### config.mk
export PLATFORM = sky130hd
export DESIGN_NAME = qpsk_dds_mod
export DESIGN_NICKNAME = d
export VERILOG_FILES = /design/src/rtl/qpsk_pkg.sv /design/src/rtl/dds_cos_lut.sv /design/src/rtl/qpsk_dds_mod.sv
export SDC_FILE = /design/constraint.sdc
export NUM_CORES = 1
export LEC_CHECK = 0
export CAP_MARGIN = 20
export CELL_PAD_IN_SITES_DETAIL_PLACEMENT = 0
export CELL_PAD_IN_SITES_GLOBAL_PLACEMENT = 1
export CORE_ASPECT_RATIO = 1.1
export CORE_MARGIN = 2
export CORE_UTILIZATION = 40
export CTS_CLUSTER_SIZE = 10
export DETAILED_ROUTE_END_ITERATION = 10
export MAX_ROUTING_LAYER = met4
export PLACE_DENSITY_LB_ADDON = 0.1
export SLEW_MARGIN = 20
export SYNTH_ARGS = -nofsm -noshare
export SYNTH_HDL_FRONTEND = slang
export SYNTH_HIERARCHICAL = 1
export SYNTH_SLANG_ARGS = --single-unit
export TNS_END_PERCENT = 5
### constraint.sdc
create_clock -name dac_clk -period 3.6 [get_ports dac_clk]
set_input_delay 1.08 -clock dac_clk [delete_from_list [all_inputs] [get_ports dac_clk]]
set_output_delay 1.08 -clock dac_clk [all_outputs]
set_load 0.02 [all_outputs]
### src/rtl/qpsk_pkg.sv
`default_nettype none
// ============================================================================
// Package  : qpsk_pkg
// Brief    : Shared defaults, FSM encoding and Gray dibit-to-phase mapping for
//            the QPSK DDS modulator.
// Revision : 1.0 - initial release
// ============================================================================
package qpsk_pkg;

    localparam int DEF_PHASE_W = 32;
    localparam int DEF_LUT_AW  = 10;
    localparam int DEF_DATA_W  = 12;
    localparam int DEF_SLEN_W  = 16;

    typedef enum logic [0:0] {
        ST_IDLE = 1'b0,
        ST_RUN  = 1'b1
    } state_t;

    // Top three phase bits of each symbol offset: 45/135/225/315 degrees
    localparam logic [2:0] c_ofs_00 = 3'b001;
    localparam logic [2:0] c_ofs_01 = 3'b011;
    localparam logic [2:0] c_ofs_11 = 3'b101;
    localparam logic [2:0] c_ofs_10 = 3'b111;

    function automatic logic [2:0] dibit_ofs(input logic [1:0] dibit);
        logic [2:0] ofs;
        ofs = c_ofs_00;
        case (dibit)
            2'b00: ofs = c_ofs_00;
            2'b01: ofs = c_ofs_01;
            2'b11: ofs = c_ofs_11;
            2'b10: ofs = c_ofs_10;
            default: ofs = c_ofs_00;
        endcase
        return ofs;
    endfunction

endpackage
`default_nettype wire

### src/rtl/dds_cos_lut.sv
`default_nettype none
// ============================================================================
// Module   : dds_cos_lut
// Brief    : Quarter-wave cosine ROM with quadrant folding; two registered
//            stages from address to signed sample.
// Revision : 1.0 - initial release
// ============================================================================
module dds_cos_lut #(
    parameter int LUT_AW = 10,
    parameter int DATA_W = 12
) (
    input  logic                     dac_clk,
    input  logic                     reset_n,
    input  logic                     i_load,
    input  logic [LUT_AW-1:0]        i_addr,
    output logic signed [DATA_W-1:0] o_data
);

    localparam int  QN    = 2 ** (LUT_AW - 2);
    localparam int  MAG_W = DATA_W - 1;
    localparam real c_pi  = 3.14159265358979323846;
    localparam real c_amp = real'(2 ** (DATA_W - 1) - 1);

    logic [MAG_W-1:0]  w_rom [QN];
    logic [1:0]        w_quad;
    logic [LUT_AW-3:0] w_idx;
    logic [LUT_AW-3:0] w_fold;
    logic              w_neg;
    logic              w_zero;

    logic [MAG_W-1:0]         r_mag;
    logic                     r_neg;
    logic                     r_zero;
    logic signed [DATA_W-1:0] r_data;
    logic signed [DATA_W-1:0] w_mag_s;

    generate
        for (genvar gi = 0; gi < QN; gi++) begin : g_rom
            localparam int c_val = $rtoi(c_amp * $cos(2.0 * c_pi * real'(gi) / (4.0 * real'(QN))) + 0.5);
            assign w_rom[gi] = MAG_W'(c_val);
        end
    endgenerate

    // Odd quadrants mirror the index; their index 0 is the 90/270 degree zero crossing
    assign w_quad  = i_addr[LUT_AW-1 -: 2];
    assign w_idx   = i_addr[LUT_AW-3:0];
    assign w_fold  = w_quad[0] ? ('0 - w_idx) : w_idx;
    assign w_zero  = w_quad[0] && (w_idx == '0);
    assign w_neg   = w_quad[1] ^ w_quad[0];
    assign w_mag_s = signed'({1'b0, r_mag});

    always_ff @(posedge dac_clk or negedge reset_n) begin
        if (!reset_n) begin
            r_mag  <= '0;
            r_neg  <= 1'b0;
            r_zero <= 1'b0;
            r_data <= '0;
        end else begin
            r_mag  <= w_rom[w_fold];
            r_neg  <= w_neg;
            r_zero <= w_zero;
            if (!i_load || r_zero)
                r_data <= '0;
            else if (r_neg)
                r_data <= -w_mag_s;
            else
                r_data <= w_mag_s;
        end
    end

    assign o_data = r_data;

endmodule
`default_nettype wire

### src/rtl/qpsk_dds_mod.sv
`default_nettype none
// ============================================================================
// Module   : qpsk_dds_mod
// Brief    : QPSK modulator: serial bits -> Gray dibits -> phase offset on a
//            DDS carrier; ch0 modulated cosine, ch1 reference cosine.
// Revision : 1.0 - initial release
// ============================================================================
module qpsk_dds_mod
    import qpsk_pkg::*;
#(
    parameter int PHASE_W = DEF_PHASE_W,
    parameter int LUT_AW  = DEF_LUT_AW,
    parameter int DATA_W  = DEF_DATA_W,
    parameter int SLEN_W  = DEF_SLEN_W
) (
    input  logic                     dac_clk,
    input  logic                     reset_n,
    input  logic                     enable,
    input  logic [PHASE_W-1:0]       ftw,
    input  logic [SLEN_W-1:0]        sym_len,
    input  logic                     bit_data,
    input  logic                     bit_valid,
    output logic                     bit_ready,
    output logic signed [DATA_W-1:0] out_mod_data,
    output logic signed [DATA_W-1:0] out_ref_data,
    output logic                     out_valid,
    output logic                     sym_strobe,
    output logic                     underrun
);

    state_t             r_state;
    logic [SLEN_W-1:0]  r_cnt;
    logic [PHASE_W-1:0] r_acc;
    logic [PHASE_W-1:0] r_ftw;
    logic [1:0]         r_cur;
    logic [1:0]         r_buf;
    logic               r_full;
    logic               r_half;
    logic               r_half_vld;
    logic               r_underrun;
    logic [LUT_AW-1:0]  r_mod_addr;
    logic [LUT_AW-1:0]  r_ref_addr;
    logic [1:0]         r_vld;
    logic [1:0]         r_stb;
    logic               r_out_valid;
    logic               r_sym_strobe;

    logic               w_run;
    logic               w_live;
    logic               w_bound;
    logic               w_take;
    logic               w_load;
    logic [1:0]         w_dibit;
    logic [PHASE_W-1:0] w_ftw;
    logic [PHASE_W-1:0] w_mod_phase;
    logic [SLEN_W-1:0]  w_slen_m1;

    assign w_run   = (r_state == ST_RUN);
    assign w_live  = w_run && enable;
    assign w_bound = w_live && (r_cnt == '0);
    assign w_take  = bit_valid && bit_ready;
    assign w_load  = w_live && r_vld[1];

    // The boundary sample already uses the new dibit and tuning word
    assign w_dibit     = w_bound ? (r_full ? r_buf : 2'b00) : r_cur;
    assign w_ftw       = w_bound ? ftw : r_ftw;
    assign w_mod_phase = r_acc + {dibit_ofs(w_dibit), {(PHASE_W-3){1'b0}}};
    assign w_slen_m1   = (sym_len == '0) ? '0 : sym_len - SLEN_W'(1);

    always_ff @(posedge dac_clk or negedge reset_n) begin
        if (!reset_n) begin
            r_state      <= ST_IDLE;
            r_cnt        <= '0;
            r_acc        <= '0;
            r_ftw        <= '0;
            r_cur        <= 2'b00;
            r_buf        <= 2'b00;
            r_full       <= 1'b0;
            r_half       <= 1'b0;
            r_half_vld   <= 1'b0;
            r_underrun   <= 1'b0;
            r_mod_addr   <= '0;
            r_ref_addr   <= '0;
            r_vld        <= 2'b00;
            r_stb        <= 2'b00;
            r_out_valid  <= 1'b0;
            r_sym_strobe <= 1'b0;
        end else begin
            r_state <= enable ? ST_RUN : ST_IDLE;
            if (!w_live) begin
                r_cnt        <= '0;
                r_acc        <= '0;
                r_ftw        <= '0;
                r_cur        <= 2'b00;
                r_buf        <= 2'b00;
                r_full       <= 1'b0;
                r_half       <= 1'b0;
                r_half_vld   <= 1'b0;
                r_underrun   <= 1'b0;
                r_mod_addr   <= '0;
                r_ref_addr   <= '0;
                r_vld        <= 2'b00;
                r_stb        <= 2'b00;
                r_out_valid  <= 1'b0;
                r_sym_strobe <= 1'b0;
            end else begin
                if (w_bound) begin
                    r_cnt <= w_slen_m1;
                    r_cur <= w_dibit;
                    r_ftw <= ftw;
                    if (!r_full)
                        r_underrun <= 1'b1;
                end else begin
                    r_cnt <= r_cnt - SLEN_W'(1);
                end
                r_acc        <= r_acc + w_ftw;
                r_mod_addr   <= w_mod_phase[PHASE_W-1 -: LUT_AW];
                r_ref_addr   <= r_acc[PHASE_W-1 -: LUT_AW];
                r_vld        <= {r_vld[0], 1'b1};
                r_stb        <= {r_stb[0], w_bound};
                r_out_valid  <= r_vld[1];
                r_sym_strobe <= r_vld[1] && r_stb[1];

                // A boundary consume and a buffer write in the same cycle both land
                if (w_take) begin
                    if (r_half_vld) begin
                        r_buf      <= {r_half, bit_data};
                        r_half_vld <= 1'b0;
                    end else begin
                        r_half     <= bit_data;
                        r_half_vld <= 1'b1;
                    end
                end
                r_full <= (r_full && !w_bound) || (w_take && r_half_vld);
            end
        end
    end

    assign bit_ready  = w_run && !r_full;
    assign out_valid  = r_out_valid;
    assign sym_strobe = r_sym_strobe;
    assign underrun   = r_underrun;

    dds_cos_lut #(
        .LUT_AW (LUT_AW),
        .DATA_W (DATA_W)
    ) u_lut_mod (
        .dac_clk (dac_clk),
        .reset_n (reset_n),
        .i_load  (w_load),
        .i_addr  (r_mod_addr),
        .o_data  (out_mod_data)
    );

    dds_cos_lut #(
        .LUT_AW (LUT_AW),
        .DATA_W (DATA_W)
    ) u_lut_ref (
        .dac_clk (dac_clk),
        .reset_n (reset_n),
        .i_load  (w_load),
        .i_addr  (r_ref_addr),
        .o_data  (out_ref_data)
    );

endmodule
`default_nettype wire
* Word level (Yosys, flattened, before mapping)
Memories as Yosys holds them, arrays and structs flattened. A register that Yosys moved wholly into a read port is not among the register bits.
Cells that the tools add are included.
** Storage, ports and cells
- Register bits :: 143
- Bits in latches :: 0
- RAM bits :: 0
- Memory bits (read-only) :: 5632
- Input port bits :: 53
- Output and inout port bits :: 28
- Word-level logic and storage cells :: 107
- Memories kept :: 2
** Memories
- (no name shown) :: words 256, width 11, read ports 1, clocked after memory_dff 1, write ports 0, RTL line dds_cos_lut.sv:59 : r_mag <= w_rom[w_fold];
- (no name shown) :: words 256, width 11, read ports 1, clocked after memory_dff 1, write ports 0, RTL line dds_cos_lut.sv:59
** Operators by class
- Add/sub/neg operators :: 8
- Multiply operators :: 0
- Divide/modulo/power cells :: 0
- Order comparisons :: 0
- Equality and inequality tests :: 8
- Shifts and indexed selects :: 0
- Muxes and demuxes :: 37
- Bitwise operators :: 4
- Reduce and logical (&&, ||, !) cells :: 26
** Operator list (number)
- 2-to-1 mux 32 bit :: 3
- adder 32 bit :: 2
- 2-to-1 mux 12 bit :: 4
- 2-to-1 mux 16 bit :: 3
- logical NOT 16 bit :: 2
- subtractor 16 x 1 -> 16 bit, second input constant :: 2
- negator 11 -> 12 bit :: 2
- 2-to-1 mux 10 bit :: 2
- 2-to-1 mux 2 bit :: 9
- inverter 8 -> 9 bit :: 2
- logical NOT 8 bit :: 2
- 2-to-1 mux 8 bit :: 2
- subtractor 1 x 8 -> 8 bit, first input constant :: 2
- 2-to-1 mux 1 bit :: 13
- one-hot mux 3 bit (4 select lines) :: 1
- logical AND 1 bit :: 10
- inequality test 2 bit, second input constant :: 3
- AND reduction 2 bit :: 3
- logical NOT 1 bit :: 5
- equality test 2 bit, second input constant :: 2
- inequality test 2 x 1 -> 1 bit, second input constant :: 2
- logical OR 1 bit :: 3
- equality test 2 x 1 -> 1 bit, second input constant :: 1
- logical NOT 2 bit :: 1
- XOR 1 bit :: 2

* Longest topological paths before layout
- Word-level depth :: 7
- Depth in mapped cells :: 18

* Cells and area by module
Netlist, hierarchy kept.
** By module, submodules not included
- qpsk_dds_mod :: times used 1, cells each 714, area each 6372.4 um^2, seq. area each 2702.6 um^2
- dds_cos_lut at u_lut_mod :: times used 1, cells each 709, area each 4898.4 um^2, seq. area each 625.6 um^2
- dds_cos_lut at u_lut_ref :: times used 1, cells each 703, area each 4733.3 um^2, seq. area each 625.6 um^2

* Least setup slack after synthesis
OpenSTA, ideal clock, no wires.
- Path type :: register to register
- Start :: reg r_ref_addr[0] (netlist name)
- End :: reg u_lut_mod.r_mag[3]
- Arrival :: 3.810 ns
- Path slack :: -0.353 ns
- Stages on the path, launching flop included :: 16
- Path buffers :: 2
- Path through :: dfrtp_1 > clkbuf_1 > inv_1 > ha_1 > nand2_1 > nand2_1 > ha_1 > clkbuf_1 > inv_1 > ha_1 > nor2_1 > a21o_1 > a21oi_1 > or4_1 > a31oi_1 > a31oi_1
** RTL lines
- end: declaration :: RTL line dds_cos_lut.sv:31 : logic [MAG_W-1:0] r_mag;

* Worst setup path after layout
- Start :: reg r_cnt[12]
- End :: reg r_acc[18]
** Between the ends
- Longest elaborated chain between the ends :: 5
** Ends and longest elaborated chain
- start: declaration :: RTL line qpsk_dds_mod.sv:32 : logic [SLEN_W-1:0] r_cnt;
- start signal: assignment :: RTL line qpsk_dds_mod.sv:108 : r_cnt <= w_slen_m1;
- start signal: assignment :: RTL line qpsk_dds_mod.sv:114 : r_cnt <= r_cnt - SLEN_W'(1);
- logical NOT 16 bit :: RTL line qpsk_dds_mod.sv:60 : assign w_bound = w_live && (r_cnt == '0);
- logical AND 1 bit :: RTL line qpsk_dds_mod.sv:60
- 2-to-1 mux 32 bit
- adder 32 bit :: RTL line qpsk_dds_mod.sv:116 : r_acc <= r_acc + w_ftw;
- 2-to-1 mux 32 bit :: RTL line qpsk_dds_mod.sv:90 : if (!w_live) begin
- end signal: assignment :: RTL line qpsk_dds_mod.sv:116
- end: declaration :: RTL line qpsk_dds_mod.sv:33 : logic [PHASE_W-1:0] r_acc;
No other way between the ends.
A chain may end at the register's enable or synchronous reset.

==> flow_metrics.py <==
metrics = {
    "worst_setup_path": {
        "critPathBufInv": 2,
        "crit_path_end": "r_acc[18]",
        "worstPathArrival_ns": 4.02,
        "timing.critical_path.cells": "or4_4 > nor3_4 > nand4_1 > buf_6 > buf_12 > nand2_1 > nand2_1 > ha_1 > a21oi_2 > o221ai_1 > nor3b_2 > or2_2 > or3_1 > xnor2_1 > nor2_1",
        "timing.critical_path.slowest_stage_cell": "sky130_fd_sc_hd__or4_4",
        "crit_path_frequent_cell": "sky130_fd_sc_hd__nand2_1",
        "crit_required_ns": 3.92,
        "worstSetupPathDepth": 15,
        "crit_path_end_kind": "flop",
        "worst_path_largest_cell_delay_ns": 0.55,
        "rr_endpoint": "r_acc[18]",
        "path_delay_family": "simple AND/OR/NAND/NOR gates",
        "worst_setup_path_start_kind": "flop",
        "worst_r2r_startpoint": "r_cnt[12]",
        "r2r.worst_path.cells": 15,
        "worst-path-max-fanout": 11,
        "timing_worst_setup_path_type": "flop to flop",
        "worst-r2r-setup-slack_ns": -0.1,
        "critPathLaunch": "r_cnt[12]",
    },
    "grt": {
        "grt_start_max_net_pins": 59,
        "via_count_of_the_first_global_routing_pass": 16900,
        "grt_use_total_pct": 30.3,
        "grt_first_pass_wirelength_um": 96900,
        "initial_antenna_violation_count": 1,
        "grt_remaining_overflow": 0,
    },
    "timing": {
        "rsz0062_at_grt": "true",
        "fin_ws_ns": -0.0963,
        "worst_clock_skew_ns": 0.0158,
        "final_period_minus_worst_setup_slack_ns": 3.70,
        "slew_viol_final": 0,
        "finalHoldWorstSlack_ns": 0.491,
        "timing.final.hold_violations": 0,
        "finalCritPeriodShare_pct": 103,
        "worst_slew_margin_rel_pct": 32.6,
        "worst_slew_pin_slew_ns": 0.985,
        "max_freq_mhz": 271,
        "timing.final.setup_violations": 10,
    },
    "placed_design": {
        "place_congestion": 0.982,
        "place_ws_ns": -0.752,
        "hpwl_reported_at_the_end_of_detailed_placement_um": 45300,
        "placed_instance_area_um2": 19100,
        "dp_cells": 2822,
        "io_buffers": 80,
    },
    "synthesis": {
        "synth_top_cell_by_area": "sky130_fd_sc_hd__dfrtp_1",
        "top_reg_cell_synth": "sky130_fd_sc_hd__dfrtp_1",
        "synthesized_area_fraction_occupied_by_ao_oa_aoi_and_oai_cells_pct": 31.9,
        "proportion_of_synthesized_flip_flops_having_asynchronous_set_or_reset_pct": 100,
        "yosys.area_share.adder_pct": 7.05,
        "synth_area_leaders": "sky130_fd_sc_hd__dfrtp_1, sky130_fd_sc_hd__ha_1, sky130_fd_sc_hd__a21oi_1, sky130_fd_sc_hd__nand2_1, sky130_fd_sc_hd__o21ai_0",
        "synth_area_in_simple_gates_pct": 22.5,
        "synth_enable_flop_cells": 0,
        "portion_of_netlist_area_occupied_by_mux_cells_pct": 1.63,
        "synth_fp_nets": 2268,
        "yosys.cell_types.count": 92,
        "synth_top_cell_area_share_pct": 24.7,
        "portion_of_the_post_synthesis_area_used_by_sequential_elements_pct": 24.7,
        "syn_inst": 2126,
        "yosys.cell_count.top_type": "sky130_fd_sc_hd__nand2_1",
        "post_synthesis_xor_xnor_area_fraction_pct": 6.10,
        "synth.avg_cell_area_um2": 7.53,
        "yosys_warnings": 6,
        "synth-seq-cells": 158,
        "synth_common_cells": "sky130_fd_sc_hd__nand2_1, sky130_fd_sc_hd__a21oi_1, sky130_fd_sc_hd__nor2_1",
        "summed_instance_area_of_the_synthesized_netlist_um2": 16000,
        "synth_top_family_by_area": "compound AO/OA/AOI/OAI gates",
    },
    "die": {
        "overall_die_height_um": 214,
        "boundaryPins": 81,
        "die-width_um": 195,
        "initial_standard_cell_utilization_of_the_core_pct": 40.8,
        "core_um2": 39300,
        "die_area_um2": 41600,
        "num_rows": 76,
    },
    "clock_tree": {
        "ctsLongestPathBuffers": 2,
        "cts_sinks": 158,
        "path_clk_slew_ns": 0.07,
        "cts_tree": "done",
        "cts_inserted_buffers": 17,
        "cts_hold_buffers": 0,
        "clk-insertion-delay-late_ns": 0.45,
        "cts-htree-levels": 4,
        "cts_root_buf": "sky130_fd_sc_hd__clkbuf_16",
    },
    "finish": {
        "layout.nets": 2480,
        "non_filler_instance_count_after_layout": 2857,
        "layout-drive-gt1-share_pct": 18.0,
        "antenna_cells_inserted": 0,
        "area_added_between_synthesis_and_finish_pct": 25.0,
        "final_cell_area_um2": 20000,
        "fillerInstances": 3835,
    },
    "run_status": {
        "run_status": "finished, violations left",
        "violations": "setup timing",
    },
    "route": {
        "detail_route.wl_per_cell_um": 21.6,
        "dr.first_iter.drc_count": 1951,
        "via_count": 17600,
        "drt-vias-per-instance": 6.16,
        "drcViolationCount": 0,
        "finalWirelength_um": 61800,
        "first_pass_iters": 6,
        "ant_nets": 0,
    },
    "hold_path": {
        "worstHoldPathType": "flop to flop",
    },
    "flow_run": {
        "max_cap_violations": 0,
    },
    "power": {
        "pwr_density_cell_nw_per_um2": 296,
        "ir_worst_vdd_v": 0.000410,
        "power.leakage_nw": 8.33,
    },
}
## report_power, final
| group | internal (mW) | switching (mW) |
|---|---|---|
| Combinational | 0.862 | 1.02 |
| Sequential | 1.89 | 0.0896 |
| Clock | 1.25 | 0.803 |
## flip-flops by register name, indices dropped and copies added (netlist names), 2 cells and up
name	count
r_acc	32
r_buf	2
r_ref_addr	10
r_mod_addr	3
r_cur	2
r_vld	2
r_cnt	16
u_lut_ref/r_mag	11
r_ftw	32
u_lut_ref/o_data	12
u_lut_mod/r_mag	11
r_stb	2
u_lut_mod/o_data	12
## layer usage
metal | wire length [um] | track usage, % | vias up
li1 | - | - | 8291
met1 | 27400 | 40.2 | 8451
met2 | 28700 | 48.5 | 746
met3 | 4240 | 4.04 | 109
met4 | 1530 | 8.59 | 0
met5 | 0 | - | -
## cells by family (layout without fill, tap and decap cells)
group | count (synthesis) | in the layout
muxes | 22 | 22
and+or+nand+nor | 762 | 762
buffers and inverters | 230 | 454
AOI/OAI and AO/OA | 760 | 760
DFF | 158 | 158
xor gates and xnor gates | 105 | 105
adders and majority gates | 89 | 89
## what timing repair did
item | in CTS | in global routing
resized for setup | 24 | 33
pin swaps | 2 | 6
endpoints found under the setup margin | 20 | 24
setup buffers | 0 | 3
cloned | 0 | 1
## area by class of cell
cell class	instances	area [um^2]	share of cell area (%)
Sequential cell	158	3960	19.8
Multi-Input combinational cell	1738	11400	57.0
Inverter	50	188	0.938
Clock inverter	12	209	1.04
Timing Repair Buffer	373	3170	15.8
Clock buffer	19	443	2.21
Tap cell	507	634	3.17
## per-stage QoR
| stage | setup TNS (ns) | total power [mW] | utilization (%) |
|---|---|---|---|
| after global routing | -3.62 | 6.23 | 50.9 |
| after CTS | -0.996 | 5.94 | 50.4 |
| after floorplan | -0.732 | 3.07 | - |
| after detailed placement | -14.01 | 3.83 | 48.5 |
| after global placement | -13.35 | 3.81 | 48.5 |
| final | -0.506 | 5.93 | 50.9 |
## worst min path at each step
stage,from,end,slack [ns],cells after the start
2_1_floorplan,r_mod_addr[9],u_lut_mod/r_neg,0.42,1
3_3_place_gp,r_vld[0],r_vld[1],0.47,1
3_5_place_dp,r_vld[0],r_vld[1],0.48,1
4_1_cts,r_vld[0],r_vld[1],0.49,1
5_1_grt,r_stb[0],r_stb[1],0.52,1
6_report,r_vld[0],r_vld[1],0.49,1
## cells in the final DEF, fill, tap and decap left out, types with 19 or more instances in the layout
cell,synthesis,routed
sky130_fd_sc_hd__a31oi_1,41,40
sky130_fd_sc_hd__nand2b_1,35,35
sky130_fd_sc_hd__ha_1,87,82
sky130_fd_sc_hd__buf_4,4,279
sky130_fd_sc_hd__xnor2_1,56,51
sky130_fd_sc_hd__o22ai_1,33,33
sky130_fd_sc_hd__nor2b_1,21,21
sky130_fd_sc_hd__or3_1,19,19
sky130_fd_sc_hd__a21oi_1,195,185
sky130_fd_sc_hd__a21o_1,22,22
sky130_fd_sc_hd__clkdlybuf4s50_1,0,78
sky130_fd_sc_hd__nor3_1,76,74
sky130_fd_sc_hd__xor2_1,43,42
sky130_fd_sc_hd__nand3_1,43,42
sky130_fd_sc_hd__nor2_1,193,192
sky130_fd_sc_hd__o21ai_0,150,142
sky130_fd_sc_hd__a211oi_1,32,30
sky130_fd_sc_hd__nand2_1,260,252
sky130_fd_sc_hd__dfrtp_1,158,153
sky130_fd_sc_hd__inv_1,47,47
sky130_fd_sc_hd__and3_1,22,21
sky130_fd_sc_hd__o211ai_1,44,44
(Power assumes the default switching activity.)
==> RTL change: new RTL, same flow settings <==
The package constant `DEF_SLEN_W` goes from 16 to 18.
--- a/src/rtl/qpsk_pkg.sv
+++ b/src/rtl/qpsk_pkg.sv
@@ -10,7 +10,7 @@
     localparam int DEF_PHASE_W = 32;
     localparam int DEF_LUT_AW  = 10;
     localparam int DEF_DATA_W  = 12;
-    localparam int DEF_SLEN_W  = 16;
+    localparam int DEF_SLEN_W  = 18;
 
     typedef enum logic [0:0] {
         ST_IDLE = 1'b0,
Interface: changed (resized sym_len); port bits go from 81 to 83. The function was not compared with the original's and may differ.
==> RTL change against the unedited design <==
The run still ends with negative setup slack left. Sequential cell count is 2 higher. Area after synthesis rose by 2.2%. Worst setup slack lost 0.15 ns. Power is 12% higher. Critical path type unchanged. Core utilization shrank 0.59 points. Wire length fell by 0.94%. Design area increased by 1.3%. Largest cell class unchanged. Combinational power increased by 43%.
==> RTL change: results (changes against the unedited design) <==
status finished with violations; failing checks negative setup slack; initial antenna violation count 0 (-1); clock-pin slew on the worst setup and hold paths 0.08 ns; vias in the first global route 17310 (+2.5%); Total GRT Usage 0.2969 (-0.005993); largest net degree at the start of global routing 75 (+27%); crit path max fanout 17 (+6); Post-DP HPWL 44870 µm (-1.0%); routability congestion estimate 0.9650 (-1.7%); root buf cell clkbuf_16; Post-Syn Nets 2318 (+2.2%); worst-skew pair later-pin latency 0.48 ns (+0.03 ns); CTS H-Tree Depth 4 (unchanged); placed inst area 0.01939 mm² (+1.8%); fillers 3965 (+3.4%); fin nets 2513 (+1.3%); Setup WS post-layout -0.2497 ns (-0.1534 ns); asr flop ratio synth 1.000 (unchanged); r2r worst-path depth 15 (unchanged); Iter 0 DRT Violations 1779 (-8.8%); max_cap viols 0 (unchanged); Ys Warns 6 (unchanged); Yosys cell types 90 (-2.2%); Hold Path Depth 1 (unchanged); Port Buf Inserts 82 (+2.5%); diode count 0 (unchanged); Top Registers r_acc (32), r_ftw (32), r_cnt (18); first-pass GRT wire length 97210 µm (+0.32%); CTS resizes 37 (+54%); Setup Buffers After CTS 1 (+1); share of layout cells above drive strength 1 0.1842 (+0.004647); Critical Path Slowest Stage Cell or4_4; Worst Tran Pin Value 1.045 ns (+0.06000 ns); mean number of vias per cell 6.157 (about the same); worst path arrival time 4.26 ns (+0.24 ns); maximum buffer depth of the clock tree 2 (unchanged); global route overflow 0 (unchanged); top post-synthesis cells by count nand2_1, a21oi_1, nor2_1; dominant synthesized flop cell dfrtp_1; VDD IR-drop max 0.4501 mV (+9.8%); Final setup violation count 20 (+10); slowest stage delay, CP about 0.54 ns; wire per inst 21.13 µm (-2.3%); Num CTS Buffers 17 (unchanged); Leakage 8.420 nW (+1.1%); Seq/Total Area, Yosys 0.2448 (-0.002269); min-delay worst type flip-flop to flip-flop; First-pass DRT Iterations 5 (-1); Synth area leaders dfrtp_1, ha_1, a21oi_1, nand2_1, o21ai_0; Worst Skew 0.01537 ns (-0.0003946 ns)
[RTL change: changes by cell type after synthesis, sizes merged, moves of 10 or more]
cell,unedited run,this run
clkbuf,97,107
nand3,44,56
nor2,195,178
nor3,78,95
o21ai,155,165
xnor2,60,50
[RTL change: logic make-up (layout without fill, tap and decap cells)]
family,Yosys count,after routing,share of synthesized area
AND/OR/NAND/NOR,793,793,0.2312
AO/OA/AOI/OAI,778,778,0.3218
buffers and inverters,239,447,0.06425
XOR/XNOR,93,93,0.05324
adder cells (fa/ha/maj),88,88,0.06823
flip-flops,160,160,0.2448
multiplexers,24,24,0.01645
[RTL change: area by class of cell]
cell class,instances,area share
clock inverters,15,0.008889
flip-flops and latches,160,0.1980
repair buffers,369,0.1543
multi-input cells,1776,0.5777
inverters,46,0.008519
well taps,513,0.03167
clock buffers,17,0.02099
[RTL change: power by group]
part | leakage [nW] | switching (mW) | internal, mW
clock | 0.292 | 0.926 | 0.942
combinational | 6.02 | 1.52 | 1.20
sequential | 2.11 | 0.105 | 1.93
total | 8.42 | 2.55 | 4.07
[RTL change: per-layer routing]
| metal | share of wire | vias up | GRT usage | wire length [µm] |
|---|---|---|---|---|
| met1 | 0.44 | 8546 | 0.3958 | 27150 |
| met3 | 0.065 | 108 | 0.03937 | 3978 |
| met2 | 0.46 | 705 | 0.4678 | 28390 |
| met4 | 0.027 | 0 | 0.09449 | 1676 |
| met5 | 0 | - | - | 0 |
| li1 | - | 8473 | - | - |
[RTL change: critical path: cells and delay by family, from the launching register on]
family | cells | cell delay [ns]
adders and majority gates | 1 | 0.19
and+or+nand+nor | 9 | 2.17
DFF | 1 | 0.39
AOI/OAI and AO/OA | 3 | 0.72
buffers and inverters | 2 | 0.31
[RTL change: worst paths after layout]
| kind | to | start | slack, ns |
|---|---|---|---|
| worst max-delay path | r_acc[27]$_DFF_PN0_ | r_cnt[13]$_DFF_PN0_ | -0.25 |
| worst min-delay path | u_lut_ref/r_neg$_DFF_PN0_ | r_ref_addr[9]$_DFF_PN0_ | 0.44 |
| worst max register to register | r_acc[27]$_DFF_PN0_ | r_cnt[13]$_DFF_PN0_ | -0.25 |
| worst min register to register | u_lut_ref/r_neg$_DFF_PN0_ | r_ref_addr[9]$_DFF_PN0_ | 0.44 |
| max in group asynchronous | r_ftw[21]$_DFF_PN0_ | reset_n | 2.17 |
| min in group asynchronous | u_lut_mod/r_mag[8]$_DFF_PN0_ | reset_n | 0.58 |
[RTL change: through the flow]
step,util,std cells,setup TNS (ns),setup slack [ns]
finish,0.5033,2896,-2.687,-0.2497
global route,0.5033,2896,-6.711,-0.4102
CTS,0.5002,2896,-5.981,-0.3905
detailed placement,0.4816,2863,-10.83,-0.5787
global placement,0.4816,2863,-9.472,-0.4983
floorplan,-,2175,-0.9145,-0.1430
